$ cat src/rtl/ballot_front_end_if.sv
// Signal bundle between the ballot front end and its environment: raw buttons,
// officer/counter handshakes in, vote lines and status out.
interface ballot_front_end_if;
  logic       btn_a;
  logic       btn_b;
  logic       btn_c;
  logic       ballot_issue;
  logic       voting_enabled;
  logic       busy;
  logic       vote_a;
  logic       vote_b;
  logic       vote_c;
  logic       ballot_ready;
  logic       invalid_press;
  logic       ack_timeout;
  logic [7:0] ballots_cast;

  modport master (
    output btn_a, btn_b, btn_c, ballot_issue, voting_enabled, busy,
    input  vote_a, vote_b, vote_c, ballot_ready, invalid_press, ack_timeout, ballots_cast
  );

  modport slave (
    input  btn_a, btn_b, btn_c, ballot_issue, voting_enabled, busy,
    output vote_a, vote_b, vote_c, ballot_ready, invalid_press, ack_timeout, ballots_cast
  );
endinterface

$ cat src/rtl/ballot_front_end.sv
// Voting-booth front end: synchronises and debounces three candidate buttons and
// presents exactly one vote per officer-issued ballot to the downstream counter.
module ballot_front_end #(
  parameter int unsigned DEBOUNCE_CYCLES = 16,
  parameter int unsigned ACK_TIMEOUT     = 8
) (
  input  logic              clk,
  input  logic              reset,
  ballot_front_end_if.slave bus
);

  typedef enum logic [1:0] {
    IDLE    = 2'd0,
    ARMED   = 2'd1,
    PRESENT = 2'd2,
    RELEASE = 2'd3
  } state_t;

  localparam logic [7:0] DB_LAST  = 8'(DEBOUNCE_CYCLES - 1);
  localparam logic [7:0] ACK_LAST = 8'(ACK_TIMEOUT - 1);

  function automatic logic [1:0] count_ones(input logic [2:0] v);
    count_ones = {1'b0, v[0]} + {1'b0, v[1]} + {1'b0, v[2]};
  endfunction

  logic [2:0] btn_s;
  logic [2:0] rise_s;
  logic [2:0] sync1_r;
  logic [2:0] sync2_r;
  logic [2:0] deb_r;
  logic [2:0] deb_prev_r;
  logic [7:0] db_cnt_r [3];

  state_t     state_r;
  logic [2:0] vote_r;
  logic       ballot_ready_r;
  logic       invalid_press_r;
  logic       ack_timeout_r;
  logic [7:0] ballots_cast_r;
  logic [7:0] ack_tmr_r;

  assign btn_s  = {bus.btn_c, bus.btn_b, bus.btn_a};
  assign rise_s = deb_r & ~deb_prev_r;

  // Two-flop synchronisers followed by per-button consecutive-mismatch debouncers
  always_ff @(posedge clk or posedge reset) begin
    if (reset) begin
      sync1_r    <= 3'b000;
      sync2_r    <= 3'b000;
      deb_r      <= 3'b000;
      deb_prev_r <= 3'b000;
      for (int i = 0; i < 3; i++) begin
        db_cnt_r[i] <= 8'd0;
      end
    end else begin
      sync1_r    <= btn_s;
      sync2_r    <= sync1_r;
      deb_prev_r <= deb_r;
      for (int i = 0; i < 3; i++) begin
        if (sync2_r[i] != deb_r[i]) begin
          if (db_cnt_r[i] == DB_LAST) begin
            deb_r[i]    <= sync2_r[i];
            db_cnt_r[i] <= 8'd0;
          end else begin
            db_cnt_r[i] <= db_cnt_r[i] + 8'd1;
          end
        end else begin
          db_cnt_r[i] <= 8'd0;
        end
      end
    end
  end

  // Ballot state machine; every output is a register updated here
  always_ff @(posedge clk or posedge reset) begin
    if (reset) begin
      state_r         <= IDLE;
      vote_r          <= 3'b000;
      ballot_ready_r  <= 1'b0;
      invalid_press_r <= 1'b0;
      ack_timeout_r   <= 1'b0;
      ballots_cast_r  <= 8'd0;
      ack_tmr_r       <= 8'd0;
    end else begin
      invalid_press_r <= 1'b0;
      ack_timeout_r   <= 1'b0;
      case (state_r)
        IDLE: begin
          vote_r <= 3'b000;
          if (bus.ballot_issue && bus.voting_enabled) begin
            ballot_ready_r <= 1'b1;
            state_r        <= ARMED;
          end else begin
            state_r <= IDLE;
          end
        end
        ARMED: begin
          vote_r <= 3'b000;
          if (!bus.voting_enabled) begin
            ballot_ready_r <= 1'b0;
            state_r        <= IDLE;
          end else if (rise_s != 3'b000) begin
            // A press only counts when exactly one button is down at that moment
            if (count_ones(deb_r) == 2'd1) begin
              vote_r    <= deb_r;
              ack_tmr_r <= 8'd0;
              state_r   <= PRESENT;
            end else begin
              invalid_press_r <= 1'b1;
              state_r         <= RELEASE;
            end
          end else begin
            state_r <= ARMED;
          end
        end
        PRESENT: begin
          if (bus.busy) begin
            vote_r         <= 3'b000;
            ballot_ready_r <= 1'b0;
            state_r        <= RELEASE;
            if (ballots_cast_r != 8'hFF) begin
              ballots_cast_r <= ballots_cast_r + 8'd1;
            end else begin
              ballots_cast_r <= ballots_cast_r;
            end
          end else if (!bus.voting_enabled) begin
            vote_r         <= 3'b000;
            ballot_ready_r <= 1'b0;
            state_r        <= RELEASE;
          end else if (ack_tmr_r == ACK_LAST) begin
            vote_r        <= 3'b000;
            ack_timeout_r <= 1'b1;
            state_r       <= RELEASE;
          end else begin
            ack_tmr_r <= ack_tmr_r + 8'd1;
            state_r   <= PRESENT;
          end
        end
        RELEASE: begin
          vote_r <= 3'b000;
          if (deb_r == 3'b000) begin
            if (ballot_ready_r && bus.voting_enabled) begin
              state_r <= ARMED;
            end else begin
              ballot_ready_r <= 1'b0;
              state_r        <= IDLE;
            end
          end else begin
            state_r <= RELEASE;
          end
        end
        default: begin
          vote_r         <= 3'b000;
          ballot_ready_r <= 1'b0;
          state_r        <= IDLE;
        end
      endcase
    end
  end

  assign bus.vote_a        = vote_r[0];
  assign bus.vote_b        = vote_r[1];
  assign bus.vote_c        = vote_r[2];
  assign bus.ballot_ready  = ballot_ready_r;
  assign bus.invalid_press = invalid_press_r;
  assign bus.ack_timeout   = ack_timeout_r;
  assign bus.ballots_cast  = ballots_cast_r;

endmodule

$ cat src/flat_wrapper.sv
// flat-port wrapper written by rule: the top's interface ports become plain ports
module ballot_front_end_flat 
#(
  parameter int unsigned DEBOUNCE_CYCLES = 16,
  parameter int unsigned ACK_TIMEOUT     = 8
)
  (clk, reset, bus_btn_a, bus_btn_b, bus_btn_c, bus_ballot_issue, bus_voting_enabled, bus_busy, bus_vote_a, bus_vote_b, bus_vote_c, bus_ballot_ready, bus_invalid_press, bus_ack_timeout, bus_ballots_cast);
  ballot_front_end_if bus_i ();
  input  logic clk;
  input  logic reset;
  input wire logic [$bits(bus_i.btn_a)-1:0] bus_btn_a;
  input wire logic [$bits(bus_i.btn_b)-1:0] bus_btn_b;
  input wire logic [$bits(bus_i.btn_c)-1:0] bus_btn_c;
  input wire logic [$bits(bus_i.ballot_issue)-1:0] bus_ballot_issue;
  input wire logic [$bits(bus_i.voting_enabled)-1:0] bus_voting_enabled;
  input wire logic [$bits(bus_i.busy)-1:0] bus_busy;
  output wire logic [$bits(bus_i.vote_a)-1:0] bus_vote_a;
  output wire logic [$bits(bus_i.vote_b)-1:0] bus_vote_b;
  output wire logic [$bits(bus_i.vote_c)-1:0] bus_vote_c;
  output wire logic [$bits(bus_i.ballot_ready)-1:0] bus_ballot_ready;
  output wire logic [$bits(bus_i.invalid_press)-1:0] bus_invalid_press;
  output wire logic [$bits(bus_i.ack_timeout)-1:0] bus_ack_timeout;
  output wire logic [$bits(bus_i.ballots_cast)-1:0] bus_ballots_cast;
  assign bus_i.btn_a = bus_btn_a;
  assign bus_i.btn_b = bus_btn_b;
  assign bus_i.btn_c = bus_btn_c;
  assign bus_i.ballot_issue = bus_ballot_issue;
  assign bus_i.voting_enabled = bus_voting_enabled;
  assign bus_i.busy = bus_busy;
  assign bus_vote_a = bus_i.vote_a;
  assign bus_vote_b = bus_i.vote_b;
  assign bus_vote_c = bus_i.vote_c;
  assign bus_ballot_ready = bus_i.ballot_ready;
  assign bus_invalid_press = bus_i.invalid_press;
  assign bus_ack_timeout = bus_i.ack_timeout;
  assign bus_ballots_cast = bus_i.ballots_cast;
  ballot_front_end #(.DEBOUNCE_CYCLES(DEBOUNCE_CYCLES), .ACK_TIMEOUT(ACK_TIMEOUT)) u_core (.clk(clk), .reset(reset), .bus(bus_i));
endmodule
$ cat config.mk
export PLATFORM = sky130hd
export DESIGN_NAME = ballot_front_end_flat
export DESIGN_NICKNAME = d
export VERILOG_FILES = /design/src/rtl/ballot_front_end_if.sv /design/src/rtl/ballot_front_end.sv /design/src/flat_wrapper.sv
export SDC_FILE = /design/constraint.sdc
export NUM_CORES = 1
export LEC_CHECK = 0
export ABC_AREA = 1
export BUFFER_PORTS_ARGS = -buffer_cell sky130_fd_sc_hd__buf_2
export CORE_MARGIN = 5
export CORE_UTILIZATION = 25
export CTS_BUF_LIST = sky130_fd_sc_hd__clkbuf_8
export CTS_CLUSTER_SIZE = 40
export DETAILED_ROUTE_END_ITERATION = 6
export HOLD_SLACK_MARGIN = 0.05
export PLACE_DENSITY = 0.37
export SLEW_MARGIN = 40
export SYNTH_ARGS = -nofsm -noshare
export SYNTH_HDL_FRONTEND = slang
export SYNTH_SLANG_ARGS = --single-unit
$ cat constraint.sdc
create_clock -name clk -period 2.2 [get_ports clk]
set_clock_uncertainty 0.05 [all_clocks]
set_input_delay 0.11 -clock clk [delete_from_list [all_inputs] [get_ports clk]]
set_output_delay 0.11 -clock clk [all_outputs]
set_load 0.01 [all_outputs]
==> results.toml <==
[logic_synthesis]
async_flop_share = 1.00
synth-warning-count = 0
avgSynthCellArea_um2 = 8.12
synth_edf_count = 0
yosys-top-cells-area = "dfrtp_1 51%, nand2_1 14%, inv_1 6.6%, nor2_1 5.2%, nand3_1 2.7%"
synth.distinct_cells = 29
synth_xor_area_frac = 0.0296
synth_common_cells = "108 x nand2_1, 60 x dfrtp_1, 52 x inv_1, 41 x nor2_1, 16 x nand3_1"
yosysSeqAreaShare = 0.508
syn-cell-area_um2 = 2960
synth_top_cell_by_area = "dfrtp_1"
yosysMostFrequentCell = "nand2_1"
synth_simple_gate_area_frac = 0.315
synthMuxAreaShare = 0
ys.flop_type = "dfrtp_1"
postSynthCellCount = 364
synth_top_area_share = 0.508
synth_compound_area_frac = 0.0483
synth_top_family_by_area = "simple AND/OR/NAND/NOR gates"
synth_fa_ha_area_frac = 0.0279
syn-num-nets = 378
ys_ff_latch = 60

[finish]
antennaDiodeCount = 0
syn_to_final_growth_pct = 19.2
nNetsFinal = 420
final_layout_size_suffix_gt1_frac = 0.141

[floorplanning]
die_h_um = 119
dieWidth_um = 119
rows = 39
ios = 22
core_area_um2 = 11500
dieArea_um2 = 14100
initial_utilization = 0.257

[global_routing]
grt_pass1_wl_um = 11000
antenna_found_initial = 0
grt_pass1_vias = 2360
grt_overflow_total = 0
track_usage = 0.0961
grt_max_degree = 37

[drt]
drt_iter0_drc = 80
viasPerCell = 4.20
routed-via-count = 2329
drt_wl_total_um = 6070
wire_per_inst_um = 11.0
dr.pass1.iters = 4
route.detailed.drc = 0
drtAntennaViolNets = 0

[power_and_ir_drop]
peakVddDrop_mv = 0.325
p_leak_uw = 0.00174
p_per_area_nw_per_um2 = 643

[clock_network]
cts_made_buffers = 9
cts_tree = "built"
cts-root-buf = "clkbuf_8"
clockBufferDepth = 2
clkLatencyLatePin_ps = 340
htree_levels = 3
post_cts_buffers = 0
path_clk_slew_ps = 70
clock_sinks = 60

[timing]
tightest_slew_ps = 599
min_period_ps = 1880
fin_setup_tns_ps = 0
hold_viol_final = 0
fin_ws_ps = 321
period_share = 0.854
setup_violations = 0
slew_violations = 0
fmax_mhz = 532
relSlewSlack = 0.600
rsz0062_at_grt = "false"

[critical_path]
path_depth = 8
endpoint_kind = "flip-flop"
crit_path_max_fanout = 8
max_stage_delay_ps = 470
cp_top_family = "simple AND/OR/NAND/NOR gates"
crit_required_ps = 2370
worstSetupStartpoint = "u_core.deb_r[0]$_DFFE_PP0P_"
r2r_slack_ps = 320
crit_type = "reg2reg"
r2r_start = "u_core.deb_r[0]$_DFFE_PP0P_"
worstPathArrival_ps = 2050
startpoint_type = "flip-flop"
crit_path_frequent_cell = "nand2_1"
cp_num_buf_inv = 1
r2r-end = "u_core.ack_tmr_r[7]$_DFFE_PP0P_"
slowest_stage = "fa_1"
path_cells = "inv_1 > fa_1 > nor2_1 > nand2_1 > nand2_1 > nand3_2 > nand2_1 > nand2_1"
r2r_cells = 8

[min_path]
holdPathEnd = "u_core.bus.ballot_ready$_DFFE_PP0P_"
worst_hold_startpoint = "bus_voting_enabled"
whs_path_depth = 5
hold_path.class = "in2reg"

[placed_design]
dp_slack_ps = 328
gp_congestion = 0.733
io_buffers = 21
hpwlAfterDp_um = 4300

[outcome]
status = "finished, final reports clean"

[run]
maxCapViolCount = 0
==> power breakdown <==
group	internal (uW)	leakage (uW)	switching [uW]
sequential	1140	0.000808	39.0
clock	462	0.000100	438
combinational	76.6	0.000827	109
==> worst min-delay path: stages <==
cell and delay (ps):
buf_2 130, nand2_1 60, nand2_1 60, nand4_1 80, o21ai_0 70
==> worst max path at each step <==
| stage | end | slack, ps |
|---|---|---|
| after global placement | u_core.ack_tmr_r[4]$_DFFE_PP0P_ | 370 |
| after floorplan | u_core.ack_tmr_r[0]$_DFFE_PP0P_ | 540 |
| final | u_core.ack_tmr_r[7]$_DFFE_PP0P_ | 320 |
| after CTS | u_core.ack_tmr_r[7]$_DFFE_PP0P_ | 300 |
| after detailed placement | u_core.ack_tmr_r[7]$_DFFE_PP0P_ | 330 |
| after global routing | u_core.ack_tmr_r[4]$_DFFE_PP0P_ | 40 |
==> cell type report <==
class / instances / area (um2)
Timing Repair Buffer: 31 / 210
Tap cell: 143 / 179
Fill cell: 1242 / 7990
Sequential cell: 60 / 1500
Clock buffer: 11 / 151
Clock inverter: 5 / 27.5
Inverter: 56 / 210
Multi-Input combinational cell: 248 / 1240
==> cells in the final DEF (no fill, tap or decap), types with 4 or more instances in the layout <==
cell,Yosys,layout
nor2_1,41,41
xor2_1,5,5
buf_2,0,21
inv_2,4,5
clkbuf_8,0,11
nor3b_1,5,5
ha_1,5,5
nand2_1,108,108
dfrtp_1,60,60
xnor2_1,5,5
a21oi_1,6,6
o21ai_0,10,10
inv_1,52,52
nor3_2,4,4
dlygate4sd3_1,0,7
nand3_1,16,16
nand4_1,9,9
nor3_1,10,10
==> sequential cells by signal, indices dropped and copies added (netlist names) <==
register and flops:
u_core.sync1_r 3, u_core.ack_tmr_r 8, u_core.db_cnt_r 24, u_core.state_r 2, u_core.sync2_r 3, u_core.bus.ballot_ready 1
u_core.deb_r 3, u_core.deb_prev_r 3, u_core.bus.ack_timeout 1, u_core.vote_r 3, u_core.bus.invalid_press 1, u_core.bus.ballots_cast 8
==> per-stage QoR <==
stage | hold WS [ps] | std cells | instance area [um2] | util | power [uW]
6_report | 170 | 554 | 3520 | 0.306 | 2270
2_1_floorplan | 91.4 | 364 | 2960 | - | 1310
5_1_grt | 194 | 554 | 3520 | 0.306 | 2410
3_3_place_gp | 168 | 531 | 3270 | 0.284 | 1390
4_1_cts | 147 | 554 | 3520 | 0.306 | 2330
3_5_place_dp | 171 | 531 | 3270 | 0.284 | 1380
==> layer usage <==
layer  global-route usage  part of all wire
met3               0.0358             0.038
met2                0.147              0.45
met4               0.0348             0.018
met5                    0                 0
met1                0.124              0.49
==> logic make-up after synthesis <==
group                    Yosys count
adder cells (fa/ha/maj)            6
buffers and inverters             56
XOR/XNOR                          10
flip-flops                        60
AND/OR/NAND/NOR                  208
AO/OA/AOI/OAI                     24
==> what timing repair did <==
item,4_1_cts,5_1_grt
hold buffers,7,0
resized for setup,0,0
hold endpoints to repair,29,0
No activity file was read; power rests on OpenSTA's default activity.
